`src/rtl/mem_arb_pkg.sv`:
```
// Shared types for the instruction/data memory arbiter.
package mem_arb_pkg;

    localparam int WORD_W = 32;

    typedef enum logic [1:0] {
        IDLE   = 2'd0,
        ACCESS = 2'd1,
        RESP   = 2'd2
    } arb_state_t;

    typedef enum logic {
        PORT_IF = 1'b0,
        PORT_D  = 1'b1
    } arb_port_t;

endpackage

```
`src/rtl/mem_wait_ctr.sv`:
```
// Down-counter that times the ACCESS phase; zero marks the final access cycle.
module mem_wait_ctr #(
    parameter int WIDTH = 1
) (
    input  logic             clk,
    input  logic             reset_n,
    input  logic             load,
    input  logic             dec,
    input  logic [WIDTH-1:0] load_val,
    output logic             zero
);

    logic [WIDTH-1:0] cnt_q;

    // Load on grant, count down while the access is in flight.
    always_ff @(posedge clk or negedge reset_n) begin
        if (!reset_n) begin
            cnt_q <= '0;
        end else if (load) begin
            cnt_q <= load_val;
        end else if (dec) begin
            cnt_q <= cnt_q - 1'b1;
        end
    end

    assign zero = (cnt_q == '0);

endmodule

```
`src/rtl/mem_arbiter.sv`:
```
// Arbiter between instruction fetch and load/store ports onto one memory.
//
//   state  | meaning
//   -------+-----------------------------------------------------------
//   IDLE   | accept one request (Mealy grant), data favoured unless the
//          | previous grant was data and a fetch is waiting
//   ACCESS | drive latched address/data for WAIT_CYCLES cycles; the last
//          | cycle writes (store) or captures mem_rd (load/fetch)
//   RESP   | one-cycle rvalid on the granted port, then back to IDLE
module mem_arbiter
    import mem_arb_pkg::*;
#(
    parameter int                WAIT_CYCLES = 1,
    parameter logic [WORD_W-1:0] TEXT_LIMIT  = 32'h400
) (
    input  logic              clk,
    input  logic              reset_n,
    input  logic              if_req,
    input  logic [WORD_W-1:0] if_addr,
    output logic              if_gnt,
    output logic              if_rvalid,
    output logic [WORD_W-1:0] if_rdata,
    input  logic              d_req,
    input  logic              d_we,
    input  logic [WORD_W-1:0] d_addr,
    input  logic [WORD_W-1:0] d_wdata,
    output logic              d_gnt,
    output logic              d_rvalid,
    output logic [WORD_W-1:0] d_rdata,
    output logic              d_fault,
    output logic              mem_we,
    output logic [WORD_W-1:0] mem_addr,
    output logic [WORD_W-1:0] mem_wd,
    input  logic [WORD_W-1:0] mem_rd
);

    generate
        if (WAIT_CYCLES < 1) begin : g_bad_wait
            $error("mem_arbiter: WAIT_CYCLES must be >= 1");
        end
    endgenerate

    localparam int CW = (WAIT_CYCLES > 1) ? $clog2(WAIT_CYCLES) : 1;

    arb_state_t        state_q, state_n;
    arb_port_t         port_q;
    logic [WORD_W-1:0] addr_q, wdata_q, if_rdata_q, d_rdata_q;
    logic              we_q, fault_q, last_was_data;
    logic              pick_d, pick_if, d_fault_now;
    logic              ctr_load, ctr_dec, ctr_zero, final_cycle;
    logic              unused_if_addr_bits;

    // Fetch addresses are word-forced, so their low bits carry nothing.
    assign unused_if_addr_bits = ^if_addr[1:0];

    assign pick_d      = d_req && !(last_was_data && if_req);
    assign pick_if     = if_req && !pick_d;
    assign d_fault_now = (d_addr[1:0] != 2'b00) || (d_we && (d_addr < TEXT_LIMIT));
    assign final_cycle = (state_q == ACCESS) && ctr_zero;

    // State register.
    always_ff @(posedge clk or negedge reset_n) begin
        if (!reset_n) begin
            state_q <= IDLE;
        end else begin
            state_q <= state_n;
        end
    end

    // Next state and Mealy grants.
    always_comb begin
        state_n = state_q;
        if_gnt  = 1'b0;
        d_gnt   = 1'b0;
        case (state_q)
            IDLE: begin
                if (pick_d) begin
                    d_gnt   = 1'b1;
                    state_n = d_fault_now ? RESP : ACCESS;
                end else if (pick_if) begin
                    if_gnt  = 1'b1;
                    state_n = ACCESS;
                end
            end
            ACCESS:  if (ctr_zero) state_n = RESP;
            RESP:    state_n = IDLE;
            default: state_n = IDLE;
        endcase
    end

    assign ctr_load = (state_q == IDLE) && (state_n == ACCESS);
    assign ctr_dec  = (state_q == ACCESS) && !ctr_zero;

    mem_wait_ctr #(
        .WIDTH (CW)
    ) u_wait_ctr (
        .clk      (clk),
        .reset_n  (reset_n),
        .load     (ctr_load),
        .dec      (ctr_dec),
        .load_val (CW'(WAIT_CYCLES - 1)),
        .zero     (ctr_zero)
    );

    // Capture the winning request on its grant edge.
    always_ff @(posedge clk or negedge reset_n) begin
        if (!reset_n) begin
            port_q        <= PORT_IF;
            addr_q        <= '0;
            wdata_q       <= '0;
            we_q          <= 1'b0;
            fault_q       <= 1'b0;
            last_was_data <= 1'b0;
        end else if (d_gnt) begin
            port_q        <= PORT_D;
            addr_q        <= {d_addr[WORD_W-1:2], 2'b00};
            wdata_q       <= d_wdata;
            we_q          <= d_we;
            fault_q       <= d_fault_now;
            last_was_data <= 1'b1;
        end else if (if_gnt) begin
            port_q        <= PORT_IF;
            addr_q        <= {if_addr[WORD_W-1:2], 2'b00};
            we_q          <= 1'b0;
            fault_q       <= 1'b0;
            last_was_data <= 1'b0;
        end
    end

    // Register read data into the granted port at the end of the access.
    always_ff @(posedge clk or negedge reset_n) begin
        if (!reset_n) begin
            if_rdata_q <= '0;
            d_rdata_q  <= '0;
        end else if (final_cycle && !we_q) begin
            if (port_q == PORT_D) d_rdata_q  <= mem_rd;
            else                  if_rdata_q <= mem_rd;
        end
    end

    assign mem_we    = final_cycle && we_q;
    assign mem_addr  = addr_q;
    assign mem_wd    = wdata_q;
    assign if_rvalid = (state_q == RESP) && (port_q == PORT_IF);
    assign d_rvalid  = (state_q == RESP) && (port_q == PORT_D);
    assign d_fault   = d_rvalid && fault_q;
    assign if_rdata  = if_rdata_q;
    assign d_rdata   = d_rdata_q;

endmodule

```
`config.mk`:
```
export PLATFORM = sky130hd
export DESIGN_NAME = mem_arbiter
export DESIGN_NICKNAME = d
export VERILOG_FILES = /design/src/rtl/mem_arb_pkg.sv /design/src/rtl/mem_wait_ctr.sv /design/src/rtl/mem_arbiter.sv
export SDC_FILE = /design/constraint.sdc
export NUM_CORES = 1
export LEC_CHECK = 0
export ABC_AREA = 0
export ABC_CLOCK_PERIOD_IN_PS = 3800
export BUFFER_PORTS_ARGS = -buffer_cell sky130_fd_sc_hd__buf_2
export CAP_MARGIN = 30
export CORE_AREA = 5 5 112 114
export DETAILED_ROUTE_END_ITERATION = 8
export DIE_AREA = 0 0 117 119
export GPL_ROUTABILITY_DRIVEN = 0
export PLACE_DENSITY = 0.95
export SETUP_SLACK_MARGIN = 0.02
export SLEW_MARGIN = 5
export SYNTH_ARGS = -nofsm -noshare
export SYNTH_HDL_FRONTEND = slang
export SYNTH_SLANG_ARGS = --single-unit
```
`constraint.sdc`:
```
create_clock -name clk -period 3.8 [get_ports clk]
set_clock_uncertainty 0.1 [all_clocks]
set_input_delay 0.95 -clock clk [delete_from_list [all_inputs] [get_ports clk]]
set_output_delay 0.95 -clock clk [all_outputs]
set_load 0.05 [all_outputs]
```
Word-level counts from Yosys, hierarchy flattened
Cells that the tools add are included.
{"block": "totals", "reg_bits": 134, "wordCells": 56}
{"block": "op_classes", "n_bitwise": 2, "n_lt_le_gt_ge": 1, "eq_ne": 3, "addsub": 1, "muxes": 18, "reduce_logical": 22}
{"operator": "$mux 32", "n": 2}
{"operator": "$lt 32x11->1 const B", "n": 1}
{"operator": "$logic_and 1x1->1", "n": 12}
{"operator": "$mux 1", "n": 11}
{"operator": "$mux 2", "n": 4}
{"operator": "$reduce_bool 2->1", "n": 3}
{"operator": "$eq 2x1->1 const B", "n": 2}
{"operator": "$pmux 2 s2", "n": 1}
{"operator": "$reduce_and 2->1", "n": 2}
{"operator": "$logic_not 1->1", "n": 3}
{"operator": "$eq 2x2->1 const B", "n": 1}
{"operator": "$logic_not 2->1", "n": 1}
{"operator": "$not 1->1", "n": 2}
{"operator": "$logic_or 1x1->1", "n": 1}
{"operator": "$sub 1x1->1 const B", "n": 1}

Depth between registers and ports, before layout
{"block": "depth", "ltp_word": 11, "ltp_mapped": 6}

By module
A second synthesis with hierarchy kept.
{"block": "unflattened", "cells_unflattened": 484, "area_unflattened_um2": 5459.0}
{"mod": "mem_arbiter", "seq_area_each_um2": 3278.1, "area_each_um2": 5412.7, "cells_each": 479, "instances": 1}
{"mod": "mem_wait_ctr", "seq_area_each_um2": 25.0, "area_each_um2": 46.3, "cells_each": 5, "instances": 1}

Worst setup path after synthesis
OpenSTA, ideal clock, no wires.
{"block": "synth_timing", "kind": "input to output", "start": "in d_req", "end": "out d_gnt", "path_buffers": 2, "path_slack_ns": 1.007, "stages": 5, "arrival_ns": 1.743, "required_time_ns": 2.750, "cell_sequence": "a21boi_2 -> nand2_1 -> buf_4 -> buf_4 -> inv_2"}
{"block": "synth_via", "elab_chain_len": 3}
{"item": "start: declaration", "line_no": "mem_arbiter.sv:23", "rtl": "input logic d_req,"}
{"item": "$logic_and 1x1->1", "line_no": "mem_arbiter.sv:56", "rtl": "assign pick_d = d_req && !(last_was_data && if_req);"}
{"item": "$mux 1", "line_no": "mem_arbiter.sv:77", "rtl": "if (pick_d) begin"}
{"item": "$mux 1", "line_no": "mem_arbiter.sv:75", "rtl": "case (state_q)"}
{"item": "end: declaration", "line_no": "mem_arbiter.sv:27", "rtl": "output logic d_gnt,"}
No other way between the ends.

Final worst setup path
Same ends and word-level chain as after synthesis.

==> key figures <==
Floorplan
  • Die width: 117 microns
  • Die Area: around 14,000 sq um
  • Starting density of the core: between 40% and 50%
  • Io pins: 267
  • Die Y: 119 microns
  • Row cnt: 39
  • Core Region: ~11,000 sq um

Global route
  • GRT overflow: 0
  • First-pass GRT wire length: ~24,000 microns
  • Pin count of the biggest net entering global routing: 66
  • Gr usage total: 22.3%
  • Initial antenna violation count: 0
  • Number of global-route vias before repair: 4,646

Logic synthesis
  • Seq/Total Area, Yosys: 59.6%
  • Avg Cell Area, Syn: approximately 14 sq um
  • Synth warn: 0
  • Synth area leaders: dfrtp_1 60%, mux2_2 11%, mux2_4 11%, mux2i_1 5.4%, o21ai_0 2.6%
  • Synth cell types: 36
  • Synth top area share: about three fifths
  • Cell Area, Synth: 5540 sq um
  • FF+latch count, synth: ~130
  • Synth area leader: dfrtp_1
  • Post-Synthesis Cells: 384

Routing
  • Detail Route Antenna Nets: 0
  • DRC viols: 0
  • TritonRoute pass-1 iters: 6
  • Avg WL per Cell: around 19 microns
  • Via count: around 4,100
  • Final WL: about 15,000 microns
  • Initial DRC count: 346
  • Via-to-Cell Ratio: roughly 5.1

Place
  • Post-DP HPWL: ~12,000 microns
  • Port-buffer cells: about 260
  • Placed cell count: 774
  • Dpl ws: 0.979 ns

Hold path
  • Hold path depth: 2
  • Hold WC Path Type: flip-flop to flip-flop

Run status
  • Run status: complete, no violations

Clocking
  • Clock transition at path regs: 0.06 ns
  • Num CTS Buffers: 17
  • CTS root buf: clkbuf_16
  • CTS tree: done
  • Clock Latency Late Sink: between 0.4 and 0.5 ns
  • Hold buffers post-CTS: 0
  • Post-CTS setup repair buffer count: 0
  • Clk buf depth: 2
  • Post-cts resize count: 0
  • H-tree depth: 4
  • CTS sink cnt: 132

Timing
  • Unrepaired setup endpoints after global routing: no
  • Max Transition Viols Final: 0
  • Post-route setup slack: 0.982 ns
  • Fmax: 0.355 GHz
  • Final hold vios: 0
  • Worst-Margin Slew: 0.913 ns
  • Setup violators final: 0
  • Setup TNS: 0 ns
  • Tmin final: 2.82 ns
  • Slew headroom: 39.1%
  • Tcrit/Tclk final: 74.2%

Layout
  • # fillers: 783
  • Area of the multi-input gates: 2100 sq um
  • Commonest non-fill, non-tap cell in the layout: buf_2
  • NumNets Final: 783
  • Number of diodes: 0
  • Most frequent cells in the layout: 261 x buf_2, 132 x dfrtp_1, 56 x mux2_2
  • Fraction of layout cells with a size suffix above 1: 60.9%
  • Finished Layout Cells: 806
  • Sequential cell area: between 3000 and 4000 sq um
  • Area growth, synth to finish: 37.3%

Setup path
  • CP Cell Sequence: buf_2 -> a21boi_2 -> nand2_4 -> inv_2 -> buf_2
  • Crit path depth: 5
  • Critical path peak fanout: 4
  • R2R depth: 5
  • Worst R2R Setup Slack: between 1.5 and 2 ns
  • Kind of critical path: primary input to primary output
  • Worst EP arrival: 1.77 ns
  • Startpoint Class: primary input
  • Critical Path Most Common Cell: buf_2
  • Setup crit end kind: primary output
  • Sum of buffers and inverters on the critical path: 3
  • Slowest cell on the critical path: a21boi_2
  • Largest stage delay on the critical path: 0.26 ns
  • Data required, critical path: 2.75 ns
  • Cell family with most CP delay: buffers and inverters

Job
  • Max_cap viols: 0
[layout make-up]
class                   count  area share [%]
well taps                 143            2.35
repair buffers            267            17.9
multi-input cells         230            27.5
flip-flops and latches    132            43.4
clock buffers              18            5.64
clock inverters            14            3.06
inverters                   2          0.0986
[final timing paths]
check | from | endpoint
hold / removal | mem_addr[12]$_DFFE_PN0P_ | mem_addr[12]$_DFFE_PN0P_
setup / recovery | d_req | d_gnt
setup reg to reg | last_was_data$_DFFE_PN0P_ | mem_addr[19]$_DFFE_PN0P_
max in group asynchronous | reset_n | d_rdata[3]$_DFFE_PN0P_
min in group asynchronous | reset_n | d_rdata[26]$_DFFE_PN0P_
hold reg to reg | mem_addr[12]$_DFFE_PN0P_ | mem_addr[12]$_DFFE_PN0P_
[registers in the layout, indices dropped and copies added (netlist names)]
name	cells
state_q	2
fault_q	1
last_was_data	1
if_rdata	32
mem_addr	30
we_q	1
u_wait_ctr.cnt_q	1
d_rdata	32
mem_wd	32
[synth_stat cells]
cell / number
and2_1: 1
or3b_4: 1
mux2_4: 40
inv_2: 1
o21ai_1: 4
buf_2: 2
and3b_2: 2
clkbuf_1: 6
or3_1: 1
nand2_1: 38
nor2_4: 1
dfrtp_1: 132
nor4b_1: 1
o221ai_1: 1
nand2_4: 1
o22ai_1: 1
o21ai_0: 29
or2b_1: 1
buf_4: 5
nor3b_1: 1
nor3_1: 2
nor2_1: 4
mux2i_1: 30
nor3_4: 1
inv_1: 1
a22o_1: 1
mux2_2: 56
nor4_1: 4
buf_6: 8
o21a_1: 2
conb_1: 1
nand2b_1: 1
a21boi_2: 1
and3_1: 1
nand4_1: 1
nand3_1: 1
[cells by family after synthesis]
group,Yosys count,share of synthesized area (%)
AND/OR/NAND/NOR,63,5.82
flip-flops,132,59.6
AO/OA/AOI/OAI,39,3.88
buffers and inverters,23,3.02
other,1,0.0676
multiplexers,126,27.6
[worst reg2reg max path: stages (launching register included)]
cell      delay, ns
dfrtp_1        0.55
a21boi_2       0.15
nand2_4        0.10
buf_4          0.71
mux2i_1        0.33
o21ai_0        0.11
[layer usage]
metal | GRT usage [%] | vias up | part of all wire, %
met5 | 0 | - | 0
met4 | 10.3 | 0 | 3.1
met3 | 6.95 | 40 | 9.2
met2 | 38.8 | 209 | 52
met1 | 24.6 | 2004 | 36
li1 | - | 1884 | -
[stage by stage]
step	hold slack [ns]	area, sq um	utilization (%)
2_1_floorplan	0.342	5550	-
3_3_place_gp	0.359	6950	61.4
3_5_place_dp	0.368	6950	61.4
4_1_cts	0.381	7610	67.2
5_1_grt	0.404	7610	67.2
6_report	0.377	7610	67.2
Power is not shown: default switching activity piles up to over one toggle a cycle in this logic, so the estimate is an artifact.
